--- src/rtl/imm_gen_component_if.sv ---
// Instruction-in / immediate-out bundle for the immediate generator.
// The datapath drives inst, and the generator returns out.
interface imm_gen_component_if;
  logic [15:0] inst;
  logic [15:0] out;

  modport master (output inst, input out);
  modport slave  (input inst, output out);
endinterface

--- src/rtl/imm_gen_component.sv ---
// Immediate generator for the 16-bit datapath: decodes inst[3:0] into an
// upper-placed byte, a zero-extended 5-bit shift amount, or a sign-extended byte.
module imm_gen_component (
  input  logic                      clock,
  input  logic                      reset,
  imm_gen_component_if.slave        bus
);

  typedef enum logic [3:0] {
    OP_UPPER = 4'b0101,
    OP_SHAMT = 4'b0110
  } opcode_e;

  opcode_e     opcode;
  logic [7:0]  imm8;
  logic [4:0]  imm5;
  logic [15:0] decoded;

  assign opcode = opcode_e'(bus.inst[3:0]);
  assign imm8   = bus.inst[15:8];
  assign imm5   = bus.inst[12:8];

  always_comb begin
    decoded = '0;
    case (opcode)
      OP_UPPER: decoded = {imm8, 8'h00};
      OP_SHAMT: decoded = {11'b0, imm5};
      default:  decoded = {{8{imm8[7]}}, imm8};
    endcase
  end

  // Purely combinational, so reset gates the output and needs no clock edge.
  assign bus.out = reset ? '0 : decoded;

  // The clock and the register-specifier bits are deliberately left unused.
  logic [4:0] unused_bits;
  assign unused_bits = {clock, bus.inst[7:4]};

endmodule

--- src/flat_wrapper.sv ---
// flat-port wrapper written by rule: the top's interface ports become plain ports
module imm_gen_component_flat 
  (clock, reset, bus_inst, bus_out);
  imm_gen_component_if bus_i ();
  input  logic clock;
  input  logic reset;
  input wire logic [$bits(bus_i.inst)-1:0] bus_inst;
  output wire logic [$bits(bus_i.out)-1:0] bus_out;
  assign bus_i.inst = bus_inst;
  assign bus_out = bus_i.out;
  imm_gen_component u_core (.clock(clock), .reset(reset), .bus(bus_i));
endmodule
--- config.mk ---
export PLATFORM = sky130hd
export DESIGN_NAME = imm_gen_component_flat
export DESIGN_NICKNAME = d
export VERILOG_FILES = /design/src/rtl/imm_gen_component_if.sv /design/src/rtl/imm_gen_component.sv /design/src/flat_wrapper.sv
export SDC_FILE = /design/constraint.sdc
export NUM_CORES = 1
export LEC_CHECK = 0
export CORE_AREA = 2 2 39 41
export DETAILED_ROUTE_END_ITERATION = 8
export DIE_AREA = 0 0 41 43
export DONT_BUFFER_PORTS = 1
export PLACE_DENSITY = 0.3
export RECOVER_POWER = 25
export SYNTH_ARGS = -nofsm -noshare
export SYNTH_HDL_FRONTEND = slang
export SYNTH_SLANG_ARGS = --single-unit
--- constraint.sdc ---
create_clock -name vclk -period 1
set_clock_uncertainty 0.05 [all_clocks]
set_input_delay 0.2 -clock vclk [all_inputs]
set_output_delay 0.2 -clock vclk [all_outputs]
set_load 0.1 [all_outputs]
==> key figures <==
Worst hold path
  – Hold Crit Depth: 3
  – Min-Delay Path Class: primary input to output port

Floorplan
  – Die ar.: 0.00176 sq mm
  – Core ar.: between 0.001 and 0.0015 sq mm
  – Num ports: 34
  – Site row count: 14
  – Die Ht: 43 um
  – Die width: around 41 um
  – Starting Density: 0.134

Power
  – Switching pwr: 0.404 mW
  – Power density over cell area: 826 mW/mm^2
  – Clk pwr share: 0
  – Combinational share of power: 1.000
  – Seq pwr share: 0
  – P_int: roughly 0.23 mW
  – Sw Share: 0.635
  – Max VDD drop: 0.000340 V
  – P_leak: approximately 0.3 nW

Placed design
  – Area after DPL: 741 sq um
  – IO buf count: 0
  – HPWL Detailed: 787 um
  – Pre-CTS setup slack: -0.426 ns
  – Gp weighted congestion: about 0.56

Setup path
  – Worst setup path startpoint: bus_inst[3]
  – Worst Path Arrival: roughly 1.2 ns
  – Worst Setup End Kind: output port
  – Crit Path Max Fanout: 7
  – Critical Path Sink: bus_out[13]
  – Worst setup SP type: primary input
  – Critical path class: primary input to output port
  – WP data required: 0.75 ns

Yosys
  – Synth top area share: 0.270
  – Synthesized area per cell: roughly 5.8 sq um
  – Synth unique cells: 10
  – Post-synthesis sequential area ratio: 0
  – Syn Inst Count: 32
  – Mapped cell area: roughly 190 sq um
  – Mapped Nets: 50
  – Top cells by area, synth: nand2b_1 27%, o21ai_1 19%, nor2_1 16%
  – Yosys top cell by area: nand2b_1
  – Warnings from Yosys: 0

Timing
  – Tcrit/Tclk final: 1.41
  – Max-slew headroom: 0.848
  – Post-layout min period: about 1.4 ns
  – RSZ-0062 raised after global routing: yes
  – Count of final setup violators: 15
  – Fin. max-slew vios: 0
  – Max Fclk: 711 MHz
  – Final Worst Setup Slack: -0.406 ns
  – Worst Max-Slew Pin Slew: between 0.2 and 0.25 ns
  – Fin. Hold Viols: 0

Cells and area
  – Share of cells above drive strength 1: 0.839
  – FF+latch area: 0 sq um
  – Clk_buf instances: 0
  – Flip-flop and latch count: 0
  – Area grow syn2layout: 316%
  – # diodes: 0
  – Layout Nets: 76
  – Cell area after layout: a little under 800 sq um
  – Fin util: 0.556

GRT
  – Global Route met1 Usage: 0.111
  – Met3 usage: 0.00524
  – Largest net degree at the start of global routing: 9
  – Met2 Use GR: 0.213
  – Initial antenna violation count: 0
  – Vias in the first global route: between 300 and 400
  – Most Crowded Layer GR: met2
  – Grt ovf: 0
  – First-pass GRT wire length: between 1000 and 1500 um
  – Total track usage: 0.104

Route
  – DRC viols: 0
  – Drt initial violations: 0
  – Final wirelength: ~900 um
  – DRT Pass-1 Iters: 1
  – Vias per inst: between 4 and 5
  – Vias post-DR: 310
  – Antenna Violating Nets Remaining: 0
  – Post-DR wirelength/cell: between 10 and 15 um

Run
  – Max_cap viols: 0

Outcome
  – Status: finished, violations left
  – Failing checks: negative setup slack

CTS
  – CTS Hold Buffers Added: 0
-- kinds of logic after synthesis --
group                     count (synthesis)  synth area share
xor gates and xnor gates                  1            0.0473
AOI/OAI and AO/OA                         9             0.297
buffers and inverters                     3            0.0608
and+or+nand+nor                          19             0.595
-- worst min-delay path by stage --
stage	to	start	slack, ns
2_1_floorplan	bus_out[15]	bus_inst[15]	0.52
3_3_place_gp	bus_out[15]	bus_inst[1]	0.59
3_5_place_dp	bus_out[15]	bus_inst[1]	0.60
4_1_cts	bus_out[15]	bus_inst[15]	0.61
5_1_grt	bus_out[15]	bus_inst[15]	0.61
6_report	bus_out[15]	bus_inst[15]	0.60
-- timing repair --
item / 4_1_cts / 5_1_grt
resized for setup: 1 / 4
setup buffers: 1 / 0
pin swaps: 4 / 0
endpoints found under the setup margin: 16 / 16
-- critical path: stages --
cell and delay (ns):
nand2b_4 0.12, or3_4 0.44, o21ai_4 0.20, buf_12 0.19
-- placed cells by master (no fill, tap or decap), types with 2 or more instances in the layout --
| cell type | count |
|---|---|
| buf_6 | 2 |
| buf_12 | 16 |
| nand2b_1 | 7 |
| o21ai_4 | 7 |
| nor2_2 | 6 |
| inv_1 | 2 |
| nor2_4 | 2 |
| buf_4 | 6 |
| nand2b_4 | 2 |
-- final cells by class --
cell class,count,area (sq um)
fill,115,614
multi-input combinational,29,347
timing repair buffer,24,388
tap,16,20.0
inverter,3,15.0
-- cells in the mapped netlist, drive strengths merged --
| master | count |
|---|---|
| a41oi | 1 |
| or3 | 1 |
| xnor2 | 1 |
| o21ai | 7 |
| nand2b | 9 |
| nor3 | 1 |
| o21bai | 1 |
| nor2 | 8 |
| inv | 3 |
-- per-stage QoR --
| step | hold WS (ns) | total power, mW | std cells | setup TNS (ns) |
|---|---|---|---|---|
| 5_1_grt | 0.613 | 0.652 | 72 | -4.81 |
| 6_report | 0.604 | 0.635 | 72 | -4.39 |
| 3_3_place_gp | 0.588 | 0.625 | 71 | -4.05 |
| 4_1_cts | 0.606 | 0.634 | 72 | -4.48 |
| 3_5_place_dp | 0.596 | 0.629 | 71 | -4.27 |
| 2_1_floorplan | 0.523 | 0.415 | 32 | -8.08 |
-- power by group through the flow --
stage	clock [mW]	combinational, mW	sequential [mW]
2_1_floorplan	0	0.415	0
3_3_place_gp	0	0.625	0
3_5_place_dp	0	0.629	0
4_1_cts	0	0.634	0
5_1_grt	0	0.652	0
6_report	0	0.635	0
-- routing by layer --
metal  routed length (um)  share of wire  vias up
li1                     -              -      157
met1                  289           0.32      142
met2                  563           0.62       11
met3                   50          0.055        0
met4                    0              0        0
met5                    0              0        -
Power figures use the tool's default switching activity.
